### src/rtl/aon_lfclk_ctrl.sv
// rtl/aon_lfclk_ctrl.sv - AON low-frequency clock divider controller with boundary-safe reconfiguration
// Optional edge_cnt calibration output enabled by defining LFCLK_CTRL_EDGECNT_EN.
module aon_lfclk_ctrl #(
  parameter int               CNT_W        = 8,
  parameter logic [CNT_W-1:0] DEFAULT_HALF = 8'h7F,
  parameter bit               DEFAULT_EN   = 1'b1
) (
  input  logic             clk,
  input  logic             resetn,
  input  logic             cfg_valid,
  output logic             cfg_ready,
  input  logic             cfg_en,
  input  logic [CNT_W-1:0] cfg_half,
  output logic             lfclk_out,
  output logic             lfclk_rise,
  output logic             running,
  output logic [CNT_W-1:0] cur_half
`ifdef LFCLK_CTRL_EDGECNT_EN
  ,
  output logic [15:0]      edge_cnt
`endif
);

  typedef enum logic [1:0] {
    ST_OFF  = 2'd0,
    ST_RUN  = 2'd1,
    ST_PEND = 2'd2
  } state_e;

  state_e           state_q, state_d;
  logic [CNT_W-1:0] cnt_q, cnt_d;
  logic [CNT_W-1:0] half_q, half_d;
  logic [CNT_W-1:0] pend_half_q, pend_half_d;
  logic             pend_en_q, pend_en_d;
  logic             lfclk_q, lfclk_d;
  logic             rise_q, rise_d;
  logic             ready_q, ready_d;
  logic             accept;
  logic             wrap;
`ifdef LFCLK_CTRL_EDGECNT_EN
  logic [15:0]      edge_cnt_q, edge_cnt_d;
`endif

  always_comb begin
    state_d     = state_q;
    cnt_d       = cnt_q;
    half_d      = half_q;
    pend_half_d = pend_half_q;
    pend_en_d   = pend_en_q;
    lfclk_d     = lfclk_q;
    rise_d      = 1'b0;
    ready_d     = ready_q;
    accept      = cfg_valid && ready_q;
    wrap        = (cnt_q == half_q);

    if (accept) begin
      pend_half_d = cfg_half;
      pend_en_d   = cfg_en;
      ready_d     = 1'b0;
    end

    case (state_q)
      ST_OFF: begin
        cnt_d   = '0;
        lfclk_d = 1'b0;
        // ready low while OFF means a request was taken last cycle
        if (!ready_q) begin
          half_d  = pend_half_q;
          ready_d = 1'b1;
          if (pend_en_q) state_d = ST_RUN;
        end
      end
      ST_RUN, ST_PEND: begin
        if (wrap) begin
          cnt_d   = '0;
          lfclk_d = !lfclk_q;
          rise_d  = !lfclk_q;
        end else begin
          cnt_d = cnt_q + CNT_W'(1);
        end
        if (state_q == ST_RUN) begin
          if (accept) state_d = ST_PEND;
        end else if (wrap && lfclk_q) begin
          half_d  = pend_half_q;
          ready_d = 1'b1;
          state_d = pend_en_q ? ST_RUN : ST_OFF;
        end
      end
      default: state_d = ST_OFF;
    endcase
  end

`ifdef LFCLK_CTRL_EDGECNT_EN
  always_comb begin
    edge_cnt_d = edge_cnt_q;
    if (rise_d) edge_cnt_d = edge_cnt_q + 16'd1;
  end
`endif

  always_ff @(posedge clk) begin
    if (!resetn) begin
      state_q     <= DEFAULT_EN ? ST_RUN : ST_OFF;
      cnt_q       <= '0;
      half_q      <= DEFAULT_HALF;
      pend_half_q <= '0;
      pend_en_q   <= 1'b0;
      lfclk_q     <= 1'b0;
      rise_q      <= 1'b0;
      ready_q     <= 1'b1;
    end else begin
      state_q     <= state_d;
      cnt_q       <= cnt_d;
      half_q      <= half_d;
      pend_half_q <= pend_half_d;
      pend_en_q   <= pend_en_d;
      lfclk_q     <= lfclk_d;
      rise_q      <= rise_d;
      ready_q     <= ready_d;
    end
  end

`ifdef LFCLK_CTRL_EDGECNT_EN
  always_ff @(posedge clk) begin
    if (!resetn) edge_cnt_q <= 16'd0;
    else         edge_cnt_q <= edge_cnt_d;
  end
  assign edge_cnt = edge_cnt_q;
`endif

  assign cfg_ready  = ready_q;
  assign lfclk_out  = lfclk_q;
  assign lfclk_rise = rise_q;
  assign running    = (state_q == ST_RUN) || (state_q == ST_PEND);
  assign cur_half   = half_q;

endmodule
### config.mk
export PLATFORM = sky130hd
export DESIGN_NAME = aon_lfclk_ctrl
export DESIGN_NICKNAME = d
export VERILOG_FILES = /design/src/rtl/aon_lfclk_ctrl.sv
export SDC_FILE = /design/constraint.sdc
export NUM_CORES = 1
export LEC_CHECK = 0
export ABC_AREA = 1
export BUFFER_PORTS_ARGS = -buffer_cell sky130_fd_sc_hd__buf_2
export CAP_MARGIN = 5
export CORE_MARGIN = 2
export CORE_UTILIZATION = 40
export DETAILED_ROUTE_END_ITERATION = 8
export SETUP_SLACK_MARGIN = 0.05
export SLEW_MARGIN = 20
export SYNTH_ARGS = -nofsm -noshare
export SYNTH_HDL_FRONTEND = slang
export SYNTH_SLANG_ARGS = --single-unit
### constraint.sdc
create_clock -name clk -period 2.11 [get_ports clk]
set_input_delay 0.211 -clock clk [delete_from_list [all_inputs] [get_ports clk]]
set_output_delay 0.211 -clock clk [all_outputs]
set_load 0.05 [all_outputs]
==> impl_metrics.env <==
export IMPL_outcome="completed"
export IMPL_p_leak_nw=0.812
export IMPL_setup_worst_path_class="reg -> out"
export IMPL_cts_resized=0
export IMPL_antenna_found_initial=0
export IMPL_ys_warnings_count=0
export IMPL_via_per_inst=4.54
export IMPL_slew_headroom_pct=71.3
export IMPL_hold_path_class="in -> reg"
export IMPL_powerDensity_nw_per_um2=1630
export IMPL_path_clk_slew_ns=0.07
export IMPL_critPathMaxStageDelay_ns=0.42
export IMPL_crit_family="buffers and inverters"
export IMPL_design_core_area_um2=3610
export IMPL_tightestPinTransition_ns=0.430
export IMPL_clock_path_buffers=2
export IMPL_post_dp_hpwl_um=2150
export IMPL_worstPathCellList="inv_1, ha_1, buf_4, buf_2"
export IMPL_synth_cells=199
export IMPL_synth_area_mux_share_pct=0
export IMPL_power_switching_mw=1.36
export IMPL_synth_top_family_by_area="simple AND/OR/NAND/NOR gates"
export IMPL_first_global_vias=1182
export IMPL_drtPass1Iterations=4
export IMPL_routedWlPerCell_um=10.5
export IMPL_synth_top_area_share_pct=40.4
export IMPL_clkSinkCount=30
export IMPL_gp_congestion=0.764
export IMPL_rows=22
export IMPL_drt_initial_drc_count=75
export IMPL_synthDistinctLibCells=28
export IMPL_insertion_delay_ns=0.28
export IMPL_crit_arrival_ns=1.51
export IMPL_fin_crit_ns=1.72
export IMPL_io_pins=24
export IMPL_drt_wl_total_um=2870
export IMPL_intPower_mw=1.49
export IMPL_ys_ff_latch=30
export IMPL_rsz0062_at_grt="false"
export IMPL_cts_tree="built"
export IMPL_path_buf_inv=3
export IMPL_yosys_top_cells_area="dfxtp_1 40%, nand2_1 9.6%, nand3_1 8.1%"
export IMPL_cap_violations=0
export IMPL_skew_ns=0.00428
export IMPL_startpoint_type="register"
export IMPL_synth_area_leader_cell="dfxtp_1"
export IMPL_drv_slew=0
export IMPL_synthesis_nets=216
export IMPL_grt_pass1_wl_um=5050
export IMPL_ant_nets=0
export IMPL_grt_overflow=0
export IMPL_period_share_pct=81.6
export IMPL_initial_core_util_pct=41.2
export IMPL_die_w_um=64.9
export IMPL_required_ns=1.90
export IMPL_netlist_area_um2=1490
export IMPL_setup_viol=0
export IMPL_seq_area_frac_synth_pct=40.4
export IMPL_hold_viol=0
export IMPL_area_growth_pct=18.0
export IMPL_drive_gt1_share_pct=22.1
export IMPL_synth_most_common_cell="nand2_1"
export IMPL_yosys_area_share_xor_xnor_pct=4.72
export IMPL_cp_slowest_cell="dfxtp_1"
export IMPL_synthTopCellsByCount="38 x nand2_1, 31 x nor2_1, 30 x dfxtp_1"
export IMPL_worst_path_max_fanout=8
export IMPL_postSynthAreaPerCell_um2=7.46
export IMPL_htreeDepth=2
export IMPL_holdWs_ns=0.173
export IMPL_numCtsBuffers=5
export IMPL_swShare_pct=47.7
export IMPL_seq_power_share_pct=30.4
export IMPL_yosys_area_share_simple_pct=34.0
export IMPL_p_comb_share_pct=49.1
export IMPL_power_frac_clock_pct=20.5
export IMPL_critPathCaptureType="output port"
export IMPL_synth_compound_area_share_pct=9.44
export IMPL_cts_root_buf="clkbuf_8"
export IMPL_synth_edf_count=0
export IMPL_async_flop_share_pct=0
export IMPL_post_cts_setup_buffer_count=0
export IMPL_setup_tns_ns=0
export IMPL_dieArea_um2=4220
export IMPL_grt_use_total_pct=15.5
export IMPL_ctsHoldBuffers=0
export IMPL_synth_flop_cell="dfxtp_1"
export IMPL_vdd_ir_drop_max_mv=0.896
export IMPL_die_h_um=64.9
export IMPL_via_count=1243
export IMPL_antenna_cells=0
export IMPL_route_detailed_drc=0
export IMPL_grt_max_degree=24
export IMPL_port_buffers=23
export IMPL_synth_adder_area_share_pct=4.21
export IMPL_finalNetCount=242
export IMPL_fmax_mhz=580
-- worst paths after layout --
kind             startpoint        endpoint  slack [ns]  cells past startpoint
max              state_q[0]         running        0.39                      4
min             cfg_half[4]  pend_half_q[4]        0.17                      3
max reg2reg      state_q[0]     cur_half[1]        0.43                      7
min reg2reg  pend_half_q[7]  pend_half_q[7]        0.46                      2
-- power groups by stage --
stage / logic (mW) / registers, mW / clock network [mW]
after global routing: 1.56 / 0.890 / 0.619
after CTS: 1.41 / 0.869 / 0.604
after detailed placement: 1.40 / 0.882 / 0
final: 1.40 / 0.866 / 0.586
after floorplan: 0.887 / 1.15 / 0
after global placement: 1.40 / 0.880 / 0
-- cell families (layout without fill, tap and decap cells) --
| group | Yosys count | after routing |
|---|---|---|
| AND/OR/NAND/NOR | 108 | 108 |
| XOR/XNOR | 8 | 8 |
| buffers and inverters | 25 | 52 |
| AO/OA/AOI/OAI | 23 | 23 |
| flip-flops | 30 | 30 |
| adder cells (fa/ha/maj) | 5 | 5 |
-- worst register-to-register path, delay by kind of cell, from the launching register on --
| kind | cells | cell delay, ns |
|---|---|---|
| simple gates | 4 | 0.40 |
| flops | 1 | 0.42 |
| compound gates | 1 | 0.37 |
| fa+ha+maj | 1 | 0.29 |
| buf+inv | 1 | 0.07 |
-- stage by stage --
stage	std cells	power, mW	setup slack, ns	cell area [um2]	util (%)
3_5_place_dp	266	2.28	0.434	1640	45.5
6_report	274	2.85	0.387	1750	48.6
2_1_floorplan	199	2.04	0.0763	1490	-
5_1_grt	274	3.07	0.251	1750	48.6
3_3_place_gp	266	2.28	0.481	1640	45.5
4_1_cts	274	2.88	0.386	1750	48.6
-- area by class of cell --
type,count,area (um2)
fillers,372,1850
clock buffers,5,68.8
clock inverters,3,45.0
repair buffers,25,130
multi-input cells,144,777
flip-flops and latches,30,601
well taps,48,60.1
inverters,19,71.3
-- flip-flops by register name (all words and copies together) (netlist names) --
register     flops
pend_en_q        1
cfg_ready        1
lfclk_out        1
state_q          2
pend_half_q      8
cur_half         8
lfclk_rise       1
cnt_q            8
-- layout by cell type (no fill, tap or decap), drive strengths merged --
cell      count
o21ai        10
buf          25
a31oi         1
o211ai        1
nand2        45
ha            5
o21bai        1
clkbuf        5
xor2          1
inv          19
nor3          3
bufinv        1
a21oi         9
xnor2         7
nor2         33
clkinvlp      2
and3          1
a211oi        1
nand3        25
dfxtp        30
nor3b         1
-- layer usage --
metal | share of wire, % | up-vias | GRT usage (%) | routed length [um]
met5 | 0 | - | 0 | 0
met4 | 1.2 | 0 | 4.79 | 34
met3 | 4.3 | 4 | 5.38 | 123
met2 | 44 | 21 | 25.1 | 1270
met1 | 50 | 530 | 19.4 | 1440
li1 | - | 688 | - | -
(Power assumes the default switching activity.)
